--- config.mk ---
export PLATFORM = sky130hd
export DESIGN_NAME = fwd_hazard_ctrl
export DESIGN_NICKNAME = d
export VERILOG_FILES = /design/src/rtl/fwd_hazard_ctrl_pkg.sv /design/src/rtl/fwd_hazard_ctrl_prio_sel.sv /design/src/rtl/fwd_hazard_ctrl.sv
export SDC_FILE = /design/constraint.sdc
export NUM_CORES = 1
export LEC_CHECK = 0
export BUFFER_PORTS_ARGS = -buffer_cell sky130_fd_sc_hd__buf_2
export CAP_MARGIN = 20
export CORE_MARGIN = 2
export CORE_UTILIZATION = 30
export DETAILED_ROUTE_END_ITERATION = 8
export RECOVER_POWER = 50
export SETUP_SLACK_MARGIN = 0.02
export SLEW_MARGIN = 20
export SYNTH_ARGS = -nofsm -noshare
export SYNTH_HDL_FRONTEND = slang
export SYNTH_SLANG_ARGS = --single-unit
export TNS_END_PERCENT = 10
--- constraint.sdc ---
create_clock -name clk -period 2.25 [get_ports clk]
set_input_delay 0.3375 -clock clk [delete_from_list [all_inputs] [get_ports clk]]
set_output_delay 0.3375 -clock clk [all_outputs]
set_load 0.01 [all_outputs]
--- src/rtl/fwd_hazard_ctrl_pkg.sv ---
// Shared constants for the forwarding / hazard controller.
//   REG_ADDR_WIDTH  default register index width
//   FWD_SEL_NONE    select value meaning "use the ID/EX register value"
//   SLOT_*          bit positions inside a slot's flag vector
//   OPC_BRANCH      RV32 conditional-branch opcode
package fwd_hazard_ctrl_pkg;

  localparam int REG_ADDR_WIDTH = 5;

  localparam int FWD_SEL_NONE = 0;

  localparam int SLOT_VALID   = 0;
  localparam int SLOT_WR_EN   = 1;
  localparam int SLOT_IS_LOAD = 2;
  localparam int SLOT_FLAG_W  = 3;

  localparam logic [6:0] OPC_BRANCH = 7'b1100011;

endpackage

--- src/rtl/fwd_hazard_ctrl_prio_sel.sv ---
// fwd_prio_sel: youngest-match priority encoder over the tracked slots.
//   match     in  DEPTH  per-slot match of the source register (bit 0 = EX)
//   ready     in  DEPTH  per-slot "result can be forwarded now"
//   sel       out SEL_W  youngest matching slot index if it is ready, else 0
//   not_ready out 1      youngest matching slot exists but cannot forward yet
module fwd_prio_sel
  import fwd_hazard_ctrl_pkg::*;
#(
  parameter int DEPTH = 3,
  parameter int SEL_W = $clog2(DEPTH)
) (
  input  logic [DEPTH-1:0] match,
  input  logic [DEPTH-1:0] ready,
  output logic [SEL_W-1:0] sel,
  output logic             not_ready
);

  // Walk oldest to youngest so the youngest match overwrites older ones.
  always_comb begin
    sel       = SEL_W'(FWD_SEL_NONE);
    not_ready = 1'b0;
    for (int k = DEPTH - 1; k >= 0; k--) begin
      if (match[k]) begin
        sel       = ready[k] ? SEL_W'(k) : SEL_W'(FWD_SEL_NONE);
        not_ready = !ready[k];
      end
    end
  end

endmodule

--- src/rtl/fwd_hazard_ctrl.sv ---
// Forwarding and hazard controller beside the ID stage. Keeps its own shadow
// pipeline of destination tags (slot0 = EX ... slot DEPTH-1 = MEM/WB) and
// derives forwarding selects and stalls from it.
//   clk, rst_n                 clock, async active-low reset
//   id_*                       decoded ID-stage instruction fields
//   flush                      drop the ID instruction (bubble into EX)
//   ext_stall                  freeze the whole pipeline
//   hazard_stall               hold PC and IF/ID, bubble into EX
//   forwardA/B                 EX operand sources (0 = ID/EX value, k = slot k)
//   forward_comp1/2            ID branch-compare operand sources
//   stall_cnt                  saturating count of hazard stall cycles
module fwd_hazard_ctrl #(
  parameter int REG_ADDR_WIDTH  = fwd_hazard_ctrl_pkg::REG_ADDR_WIDTH,
  parameter int DEPTH           = 3,
  parameter int LOAD_READY_SLOT = 2,
  parameter int BRANCH_IN_ID    = 1,
  parameter int CNT_W           = 16,
  parameter int SEL_W           = $clog2(DEPTH)
) (
  input  logic                      clk,
  input  logic                      rst_n,
  input  logic                      id_valid,
  input  logic [REG_ADDR_WIDTH-1:0] id_rs1,
  input  logic [REG_ADDR_WIDTH-1:0] id_rs2,
  input  logic                      id_rs1_used,
  input  logic                      id_rs2_used,
  input  logic [REG_ADDR_WIDTH-1:0] id_rd,
  input  logic                      id_reg_wr_en,
  input  logic                      id_is_load,
  input  logic                      id_is_branch,
  input  logic                      flush,
  input  logic                      ext_stall,
  output logic                      hazard_stall,
  output logic [SEL_W-1:0]          forwardA,
  output logic [SEL_W-1:0]          forwardB,
  output logic [SEL_W-1:0]          forward_comp1,
  output logic [SEL_W-1:0]          forward_comp2,
  output logic [CNT_W-1:0]          stall_cnt
);
  import fwd_hazard_ctrl_pkg::*;

  logic [SLOT_FLAG_W-1:0]    s_flag [DEPTH];
  logic [REG_ADDR_WIDTH-1:0] s_rd   [DEPTH];
  logic [REG_ADDR_WIDTH-1:0] ex_rs1, ex_rs2;
  logic                      ex_rs1_used, ex_rs2_used;
  logic [SLOT_FLAG_W-1:0]    id_flag;

  logic [DEPTH-1:0] live, rdy, ex_m1, ex_m2, id_m1, id_m2;
  logic             load_use, br_active, hazard_raw;
  logic             c1_wait, c2_wait, a_wait, b_wait;
  logic             unused_ex_wait;

  always_comb begin
    id_flag               = '0;
    id_flag[SLOT_VALID]   = id_valid;
    id_flag[SLOT_WR_EN]   = id_reg_wr_en;
    id_flag[SLOT_IS_LOAD] = id_is_load;
  end

  always_ff @(posedge clk or negedge rst_n) begin
    if (!rst_n) begin
      for (int k = 0; k < DEPTH; k++) begin
        s_flag[k] <= '0;
        s_rd[k]   <= '0;
      end
      ex_rs1      <= '0;
      ex_rs2      <= '0;
      ex_rs1_used <= 1'b0;
      ex_rs2_used <= 1'b0;
    end else if (!ext_stall) begin
      for (int k = 1; k < DEPTH; k++) begin
        s_flag[k] <= s_flag[k-1];
        s_rd[k]   <= s_rd[k-1];
      end
      if (flush || hazard_stall) begin
        s_flag[0]   <= '0;
        s_rd[0]     <= '0;
        ex_rs1      <= '0;
        ex_rs2      <= '0;
        ex_rs1_used <= 1'b0;
        ex_rs2_used <= 1'b0;
      end else begin
        s_flag[0]   <= id_flag;
        s_rd[0]     <= id_rd;
        ex_rs1      <= id_rs1;
        ex_rs2      <= id_rs2;
        ex_rs1_used <= id_rs1_used;
        ex_rs2_used <= id_rs2_used;
      end
    end
  end

  // Slot0 is the EX consumer itself, so EX matches start at slot1; ID matches
  // include slot0 because a producer in EX has no forwardable result yet.
  always_comb begin
    live     = '0;
    rdy      = '0;
    ex_m1    = '0;
    ex_m2    = '0;
    id_m1    = '0;
    id_m2    = '0;
    load_use = 1'b0;
    for (int k = 0; k < DEPTH; k++) begin
      live[k]  = s_flag[k][SLOT_VALID] & s_flag[k][SLOT_WR_EN] & (s_rd[k] != '0);
      rdy[k]   = (k >= 1) && (!s_flag[k][SLOT_IS_LOAD] || (k >= LOAD_READY_SLOT));
      id_m1[k] = live[k] & id_rs1_used & (s_rd[k] == id_rs1);
      id_m2[k] = live[k] & id_rs2_used & (s_rd[k] == id_rs2);
      if (k >= 1) begin
        ex_m1[k] = live[k] & s_flag[0][SLOT_VALID] & ex_rs1_used & (s_rd[k] == ex_rs1);
        ex_m2[k] = live[k] & s_flag[0][SLOT_VALID] & ex_rs2_used & (s_rd[k] == ex_rs2);
      end
      // A load still this young will not be forwardable when the ID
      // instruction reaches EX next cycle.
      if ((k + 1 < LOAD_READY_SLOT) && s_flag[k][SLOT_IS_LOAD] && (id_m1[k] || id_m2[k]))
        load_use = 1'b1;
    end
  end

  assign br_active = (BRANCH_IN_ID != 0) && id_valid && id_is_branch;

  fwd_prio_sel #(.DEPTH(DEPTH), .SEL_W(SEL_W)) u_sel_a (
    .match(ex_m1), .ready(rdy), .sel(forwardA), .not_ready(a_wait)
  );
  fwd_prio_sel #(.DEPTH(DEPTH), .SEL_W(SEL_W)) u_sel_b (
    .match(ex_m2), .ready(rdy), .sel(forwardB), .not_ready(b_wait)
  );
  fwd_prio_sel #(.DEPTH(DEPTH), .SEL_W(SEL_W)) u_sel_c1 (
    .match(id_m1 & {DEPTH{br_active}}), .ready(rdy), .sel(forward_comp1), .not_ready(c1_wait)
  );
  fwd_prio_sel #(.DEPTH(DEPTH), .SEL_W(SEL_W)) u_sel_c2 (
    .match(id_m2 & {DEPTH{br_active}}), .ready(rdy), .sel(forward_comp2), .not_ready(c2_wait)
  );

  // The load-use stall guarantees EX operands never find an unready producer.
  assign unused_ex_wait = a_wait | b_wait;

  assign hazard_raw   = id_valid & (load_use | (br_active & (c1_wait | c2_wait)));
  assign hazard_stall = hazard_raw & ~flush & ~ext_stall;

  always_ff @(posedge clk or negedge rst_n) begin
    if (!rst_n)
      stall_cnt <= '0;
    else if (hazard_stall && (stall_cnt != '1))
      stall_cnt <= stall_cnt + CNT_W'(1);
  end

endmodule

==> results.txt, run 1 <==
The run finished, with violations left. The final reports fail on setup timing. The hold-critical path depth came out at 2. The routed length per placed instance is 15.7 um. The most critical setup path has its startpoint at s_rd[9].

After layout, the worst setup slack is -0.248 ns. The violation count after the first detailed-routing iteration came out at 64. At the later pin of the worst-skew pair, clock insertion delay measures 0.31 ns. The capturing instance or port of the critical path is forward_comp1[1]. The met2 routing resource usage after global routing came out at 23.9%. Clock-pin slew was measured on the worst setup and hold paths at 0.10 ns. The share of the yosys chip area belonging to registers is 44.8%. The pin count of the biggest net entering global routing came out at 36. The fraction of layout instances using a drive strength above 1 is 38.3%. Static timing analysis puts the maximum clock frequency at 0.400 GHz. The synthesized netlist devotes 19.4% of its cell area to XOR and XNOR gates. The net count of the finished layout is 359.

Of all cell types, the one taking the most synthesized area is sky130_fd_sc_hd__dfrtp_1. In this run, synthesis inferred 0 flip-flops with an integrated enable. The detailed placer's ending HPWL came out at 5470 um. The total number of placement rows is 35.

The floorplan step set the die width to 101 um. The count of placed standard cells including taps is 451. The peak ir drop on the vdd network came out at 249 uV. The final critical path time including I/O delays and setup is 2.50 ns. The number of warnings printed during yosys synthesis came out at 0. The share of the core filled with cells in the final layout is 39.2%. In this run the worst path has a maximum fanout of 4.

The DRC violation count after routing came out at 0. The number of buffer cells added on primary ports came out at 49. The number of maximum-capacitance constraint violations is 0. In the synthesized netlist the dominant register cell turns out to be sky130_fd_sc_hd__dfrtp_1. Summed over all layers, the routed wires come to 7280 um.

The number of endpoints failing setup at the final stage came out at 22. The last weighted congestion value of the routability-driven placer came out at 0.839. The commonest cells after synthesis are sky130_fd_sc_hd__dfrtp_1 (51), sky130_fd_sc_hd__xor2_1 (32), sky130_fd_sc_hd__xnor2_1 (31). The fraction of synthesis flops using an asynchronous set or reset pin came out at 100%. The worst setup path is launched from a flip-flop. The first-pass GRT wire length is 12100 um. The number of placed I/O pins is 50.

The H-tree was split into 2 levels. The final count of pins violating max slew came to 0. Setup repair after global routing could not meet its margin everywhere. The number of antenna-violating nets in the routed design is 0. The most frequently used cell type in the post-synthesis netlist is sky130_fd_sc_hd__dfrtp_1.

In this run the critical register-to-register path is launched from s_rd[9]. For this configuration, the core starts out at a cell density of 30.8%. The count of endpoints failing hold in the final timing report is 0. The largest buffer count on any clock path came out at 2. The power per unit of standard cell area is 620 nW/um2.

The arithmetic-cell share of the synthesized area counting full adders, half adders and majority gates is 0.439%. The die covers 10300 um2. For this run, global-route usage on met1 was measured as 20.6%.

The area growth from synthesis to layout is 27.3%. The total of fill cells in the finished design is 916. The endpoint required time on the critical path came out at 1.91 ns. The via total after detailed routing came out at 2247. The via count of the first global-routing pass is 2282. The total leakage power is 0.00171 uW.

The hold path startpoint is id_reg_wr_en. The length of the first detailed-routing pass in iterations came out at 4. The min-delay analysis places its worst path in the category input port to flip-flop. Each instance of the synthesized netlist takes up on average 11.1 um2. The number of antenna violations at the first check in global routing is 1. The setup check on the worst reg-to-reg path leaves a slack of -0.17 ns. The met3 track utilization from global routing is 3.80%. The kind of end point of the critical path is a primary output.

The chip height is 101 um. The number of buffers inserted during clock tree synthesis came out at 5. The portion of netlist area occupied by mux cells came out at 6.72%. met2 is the most crowded layer. Counting flops and latches in the post-synthesis netlist gives 51. The number of clock sinks came out at 51. The tightest hold path in the finished design has a slack of 0.233 ns.

The synthesized instance count came out at 257. The simple logic cell fraction of the synthesized area is 15.1%. The share of synthesized area in the top cell type comes to 44.8%. At the worst endpoint, the arrival time is 2.16 ns. For this run, the total global-route usage over all layers was measured as 15.2%.

Summing the areas of all compound-gate instances in the mapped netlist gives 9.84% of the synthesized area. The global-route congestion overflow total is 0. CTS placed an instance of sky130_fd_sc_hd__clkbuf_8 at the clock tree root. The endpoint identified for the worst register-to-register timing path is stall_cnt[1].

The final non-filler cell total is 463. The detailed-route vias per instance came out at 4.85. The clock tree from TritonCTS is yes. Counting cells, the worst reg-to-reg path comes to 7. The netlist area before placement is 2850 um2.

The clock tree skew after final layout came out at 0.00352 ns. The critical path is of the flip-flop to primary output type. The core area came out at 9240 um2.

The unique cell type count in the Yosys netlist came out at 34. The relative max-transition margin came out at 30.9%. The transition time of the tightest slew-check pin is 1.04 ns. Summed over all failing endpoints, the final setup total negative slack is -2.96 ns. Synthesis produced a netlist with a net count of 283. By area the synthesized netlist is led by sky130_fd_sc_hd__dfrtp_1 (45%), sky130_fd_sc_hd__xor2_1 (9.8%), sky130_fd_sc_hd__xnor2_1 (9.5%). The final cycle utilization of the critical path came out at 111%. By area, the combinational part of the netlist is dominated by XOR/XNOR gates. The number of antenna cells inserted is 0.
==> layer usage <==
layer  part of all wire, %  wire length, um
met1                    46             3350
met2                    46             3320
met3                   6.9              503
met4                   1.4              103
met5                     0                0
==> final cells by class <==
cell class                 count  area [um2]  area share (%)
clock buffer                   5        68.8            1.90
clock inverter                 3        67.6            1.86
multi-input combinational    190        1500            41.4
sequential                    51        1280            35.4
tap                          129         161            4.45
timing repair buffer          85         543            15.0
==> critical path, stage by stage, from the launching register on <==
cell	delay [ns]
sky130_fd_sc_hd__dfrtp_2	0.47
sky130_fd_sc_hd__buf_6	0.14
sky130_fd_sc_hd__or4_4	0.41
sky130_fd_sc_hd__o211ai_1	0.18
sky130_fd_sc_hd__buf_4	0.16
sky130_fd_sc_hd__or2_4	0.13
sky130_fd_sc_hd__nor2b_1	0.05
sky130_fd_sc_hd__nor3_1	0.15
sky130_fd_sc_hd__buf_2	0.16
==> registers in the layout (all words and copies together) (netlist names) <==
register and cells:
ex_rs2 5, s_rd 15, ex_rs2_used 1, ex_rs1_used 1, ex_rs1 5, stall_cnt 16, s_flag 8
==> layout by cell type, fill, tap and decap left out, types with 3 or more instances in the layout <==
cell                       synthesis  routed
sky130_fd_sc_hd__buf_2             0      47
sky130_fd_sc_hd__dfrtp_1          51      46
sky130_fd_sc_hd__xor2_1           32      32
sky130_fd_sc_hd__xnor2_1          31      30
sky130_fd_sc_hd__buf_4             2      29
sky130_fd_sc_hd__a22o_1           19      19
sky130_fd_sc_hd__mux2_2           17      17
sky130_fd_sc_hd__nand2_1          16      16
sky130_fd_sc_hd__nand4_1          12      12
sky130_fd_sc_hd__nor4_1           10      10
sky130_fd_sc_hd__nor2_1            9       8
sky130_fd_sc_hd__and3_1            5       5
sky130_fd_sc_hd__nand3_1           5       5
sky130_fd_sc_hd__clkbuf_8          0       5
sky130_fd_sc_hd__dfrtp_2           0       5
sky130_fd_sc_hd__and2_1            4       4
sky130_fd_sc_hd__and3_2            4       4
sky130_fd_sc_hd__nor3_1            4       3
==> kinds of logic after synthesis <==
family / Yosys count
fa+ha+maj: 1
xor+xnor: 63
compound gates: 31
flops: 51
simple gates: 78
mux: 17
buf+inv: 16
==> how the worst min path moves through the flow <==
| stage | end | slack, ns |
|---|---|---|
| detailed placement | stall_cnt[13] | 0.30 |
| finish | s_flag[7] | 0.23 |
| CTS | s_flag[7] | 0.23 |
| global route | s_flag[7] | 0.22 |
| floorplan | ex_rs1[0] | 0.04 |
| global placement | stall_cnt[13] | 0.30 |
==> through the flow <==
step	worst slack [ns]	instance area, um2	total power [uW]
after floorplan	0.0108	2850	1310
after global placement	-0.131	3410	1470
after detailed placement	-0.118	3410	1480
after CTS	-0.243	3580	2260
after global routing	-0.328	3630	2360
final	-0.248	3630	2250
==> where the power goes <==
part	switching [uW]	total [uW]	internal (uW)
clock	324	768	444
sequential	79.4	1060	979
combinational	190	423	233
==> timing repair <==
item / in CTS / in global routing
hold buffers: 1 / 0
gates resized for setup: 10 / 5
pin swaps: 5 / 1
buffers inserted: 0 / 3
setup endpoints to repair: 42 / 43
hold endpoints to repair: 17 / 0
Power figures use the tool's default switching activity.
==> inputs of run 2 (changes only) <==
--- a/config.mk
+++ b/config.mk
@@ -6,4 +6,5 @@
 export NUM_CORES = 1
 export LEC_CHECK = 0
+export ABC_AREA = 1
 export BUFFER_PORTS_ARGS = -buffer_cell sky130_fd_sc_hd__buf_2
 export CAP_MARGIN = 20
==> constraint.sdc (replaced) <==
create_clock -name clk -period 2.25 [get_ports clk]
set_input_delay 0 -clock clk [delete_from_list [all_inputs] [get_ports clk]]
set_output_delay 0 -clock clk [all_outputs]
set_load 0.01 [all_outputs]
==> run 2 against run 1 <==
  * The run now ends clean
  * First-iteration DRC count up 130%
  * Synthesized cell count up 79%
  * Worst setup slack better by 0.49 ns
  * Clock power down 30%
  * Cell count up 42%
  * Clock skew up 0.0070 ns
  * Sequential share of layout area down 2.0 points
  * Sequential power about the same
  * Global-route usage up 0.46 points
  * Critical path depth up 2
  * Critical path type is now flip-flop to flip-flop
==> results.txt, run 2 <==
The flow ran to the end, and the final reports show no timing, DRC or antenna violations. Averaged over all synthesized cells, the footprint is 7.15 um2. The via count of the first global-routing pass is 2959. After synthesis, the share of flip-flops with an asynchronous set or reset is 100%.

The largest buffer count on any clock path came out at 2. By area, the combinational part of the netlist is dominated by simple AND/OR/NAND/NOR gates. Leaving out fill and tap cells, the most frequent cell in the layout is sky130_fd_sc_hd__nand2_1. The unique cell type count in the Yosys netlist is 36. The XOR/XNOR share of the synthesized area is 5.81%. The clock tree from TritonCTS is yes. The total of fill cells in the finished design is 1141. The congestion estimate from routability-driven global placement came to 0.960. Counting every instance in the synthesized netlist gives 461. The register bit count reported by yosys came out at 51. The post-detailed-routing wire length came out at 8750 um. stall_cnt holds more flip-flops than any other register.

The post-synthesis cell type with the largest combined area is sky130_fd_sc_hd__dfrtp_1. The worst min-delay path category is input port to flip-flop. The synthesized netlist devotes 0.380% of its cell area to adder and majority cells. The number of flip-flops under the largest register name is 16. The number of clock sinks is 51.

Of the post-synthesis cell area, the dominant cell type holds 38.7%. For this configuration, the core starts out at a cell density of 30.5%. The final layout contains 543 nets. The transition time of the tightest slew-check pin is 1.37 ns. Counting every net in the synthesized netlist gives 487. The chip height came out at 109 um. The worst setup slack for register-to-register paths is 0.24 ns. The total number of placement rows came out at 38. The final critical path takes up 89.5% of the cycle. The global-route congestion overflow total is 0. The peak ir drop on the vdd network came out at 242 uV. The endpoint identified for the worst register-to-register timing path is stall_cnt[11]. STA classifies the critical path endpoint as a flip-flop. The path with the worst hold slack has its endpoint at ex_rs1_used. The first global-routing pass estimated 14500 um of wire. The multi-input combinational cells in the finished layout cover a total of 1680 um2. The sort of element at the start of the critical path is a flip-flop.

The H-tree was split into 2 levels. The synthesized netlist devotes 10.3% of its cell area to compound gates. Across the routed clock network, the largest skew measured is 0.0105 ns.

The via total after detailed routing came out at 3080. In the final layout, flip-flops and latches occupy 1280 um2. The number of antenna-violating nets in the routed design is 0. The portion of synthesized area spent on multiplexers is 0%. Sorting the synthesized cells by area gives the leading types as sky130_fd_sc_hd__dfrtp_1 (39%), sky130_fd_sc_hd__nand2_1 (17%), sky130_fd_sc_hd__inv_1 (6.1%).

Sequential cells were found to cover 38.7% of the synthesized design area. The routed length per placed instance came out at 13.3 um. Setup repair after global routing left no endpoint under its margin. The final critical path time including I/O delays and setup is 2.01 ns. Of the total synthesized cell area, the portion taken by AND, OR, NAND and NOR gates is 34.4%. The tree is rooted in a sky130_fd_sc_hd__clkbuf_8. The violation count after the first detailed-routing iteration is 149.

The DRC violation count after routing is 0. The total leakage power came out at 0.00192 uW. Setup violations remaining at the end of the flow were counted as 0. The later pin in the worst-skew pair is clocked with a latency of 0.31 ns.

The die covers 11800 um2. The cell area after placement came out at 3650 um2. The worst reg-to-reg path cell count is 10.

The most frequently used cell type in the post-synthesis netlist is sky130_fd_sc_hd__nand2_1. The mapped netlist covers 3300 um2. Final hold analysis gives a worst-case slack of 0.00998 ns. The final-layout setup total negative slack is 0 ns.

OpenSTA, run right after detailed placement, puts the worst setup slack at 0.233 ns. The data arrival time of the critical path came out at 2.20 ns. During placement, the flow inserted port buffers numbering 49. The growth of design area from synthesis to finish came out at 15.9%. The number of buffers inserted during clock tree synthesis is 5. The commonest cells after synthesis are sky130_fd_sc_hd__nand2_1 (148), sky130_fd_sc_hd__inv_1 (54), sky130_fd_sc_hd__dfrtp_1 (51). The final count of pins violating max slew is 0. The number of warnings printed during yosys synthesis is 0. The fraction of layout instances using a drive strength above 1 is 13.9%. The area of all placed cells without fillers is 3820 um2.

The number of antenna violations at the first check in global routing came out at 0. Once layout is complete, the utilization of the core stands at 35.4%. The largest fanout of any net on the critical path came out at 12. The critical register-to-register path startpoint is stall_cnt[0].

The number of antenna cells inserted came out at 0. The relative max-transition margin came out at 8.67%. The horizontal extent of the die is 109 um. The hold-critical path depth is 3.

The power per unit of standard cell area came out at 513 nW/um2. For this run, the leading register cell type out of synthesis is sky130_fd_sc_hd__dfrtp_1. The post-CTS resize count came out at 0. The number of maximum-capacitance constraint violations came out at 0.

The length of the first detailed-routing pass in iterations is 5. In the routed layout, each cell is associated on average with a via count of 4.68. Clock-pin slew was measured on the worst setup and hold paths at 0.10 ns. Leaving out fill and tap cells, the most frequent cells in the layout are sky130_fd_sc_hd__nand2_1 (148), sky130_fd_sc_hd__inv_1 (54), sky130_fd_sc_hd__dfrtp_1 (51). For this run, the top clock speed supported by timing is 0.497 GHz. Entering global routing, the biggest net connects 36 pins. The core region is 10800 um2. The detailed placer's ending HPWL is 6820 um.

The critical path start-end classification is flip-flop to flip-flop. In this run the count of I/O pins placed on the die edge is 50. The count of endpoints failing hold in the final timing report is 0. In the final layout, the registers with the most flip-flops are stall_cnt (16), s_rd (15), s_flag (8). The number of synthesized flops with an enable pin came out at 0. The worst-case setup margin in the final layout is 0.237 ns.

The total global routing track utilization is 15.6%. The endpoint required time on the critical path is 2.44 ns. The hold path startpoint is id_rs1_used.
## run 2: changes by cell type after synthesis, moves of 21 or more
cell	delta
sky130_fd_sc_hd__inv_1	+54
sky130_fd_sc_hd__xor2_1	-21
sky130_fd_sc_hd__nor2_1	+29
sky130_fd_sc_hd__xnor2_1	-22
sky130_fd_sc_hd__o21ai_0	+23
sky130_fd_sc_hd__nand2_1	+132
## run 2: final cells by class
class	count	area share, %
multi-input cells	330	43.9
flip-flops and latches	51	33.4
repair buffers	66	9.72
inverters	63	6.22
well taps	140	4.58
clock buffers	6	1.90
clock inverters	2	0.327
## run 2: repair_timing
action / in CTS / in global routing
hold endpoints to repair: 27 / 0
hold buffers: 12 / 0
setup buffers: 0 / 0
## run 2: critical path, cell delays in order (launching register included)
cell and delay [ns]:
sky130_fd_sc_hd__dfrtp_1 0.45, sky130_fd_sc_hd__ha_1 0.22, sky130_fd_sc_hd__nand3_1 0.14, sky130_fd_sc_hd__nor2_4 0.17, sky130_fd_sc_hd__nand3_2 0.13, sky130_fd_sc_hd__nor3_2 0.17, sky130_fd_sc_hd__nand3_1 0.17, sky130_fd_sc_hd__nand3_2 0.28
sky130_fd_sc_hd__nor2_2 0.06, sky130_fd_sc_hd__nand2_1 0.06, sky130_fd_sc_hd__nand2_1 0.06
## run 2: worst max-delay path by stage
| stage | cells after the start | slack [ns] | endpoint | start |
|---|---|---|---|---|
| floorplan | 9 | 0.38 | stall_cnt[12] | stall_cnt[0] |
| global placement | 10 | 0.37 | stall_cnt[10] | stall_cnt[0] |
| detailed placement | 10 | 0.23 | stall_cnt[10] | stall_cnt[0] |
| CTS | 10 | 0.22 | stall_cnt[11] | stall_cnt[0] |
| global route | 10 | 0.02 | stall_cnt[10] | stall_cnt[0] |
| finish | 10 | 0.24 | stall_cnt[11] | stall_cnt[0] |
## run 2: report_power, final
part | total, uW | internal (uW) | switching, uW
clock | 535 | 219 | 316
combinational | 373 | 147 | 227
sequential | 1050 | 973 | 80.7
## run 2: metrics by stage
| step | power (uW) | instances |
|---|---|---|
| after floorplan | 1310 | 461 |
| after global routing | 2080 | 658 |
| after CTS | 1990 | 658 |
| after detailed placement | 1430 | 638 |
| after global placement | 1430 | 638 |
| final | 1960 | 658 |
## run 2: cell families after synthesis
family / count (synthesis)
adders and majority gates: 1
and+or+nand+nor: 248
xor gates and xnor gates: 21
AOI/OAI and AO/OA: 60
buffers and inverters: 80
DFF: 51
## run 2: metal layers
metal / track usage, % / routed length, um
met3: 2.87 / 558
met1: 21.4 / 4010
met5: 0 / 0
met2: 25.8 / 4070
met4: 3.21 / 108
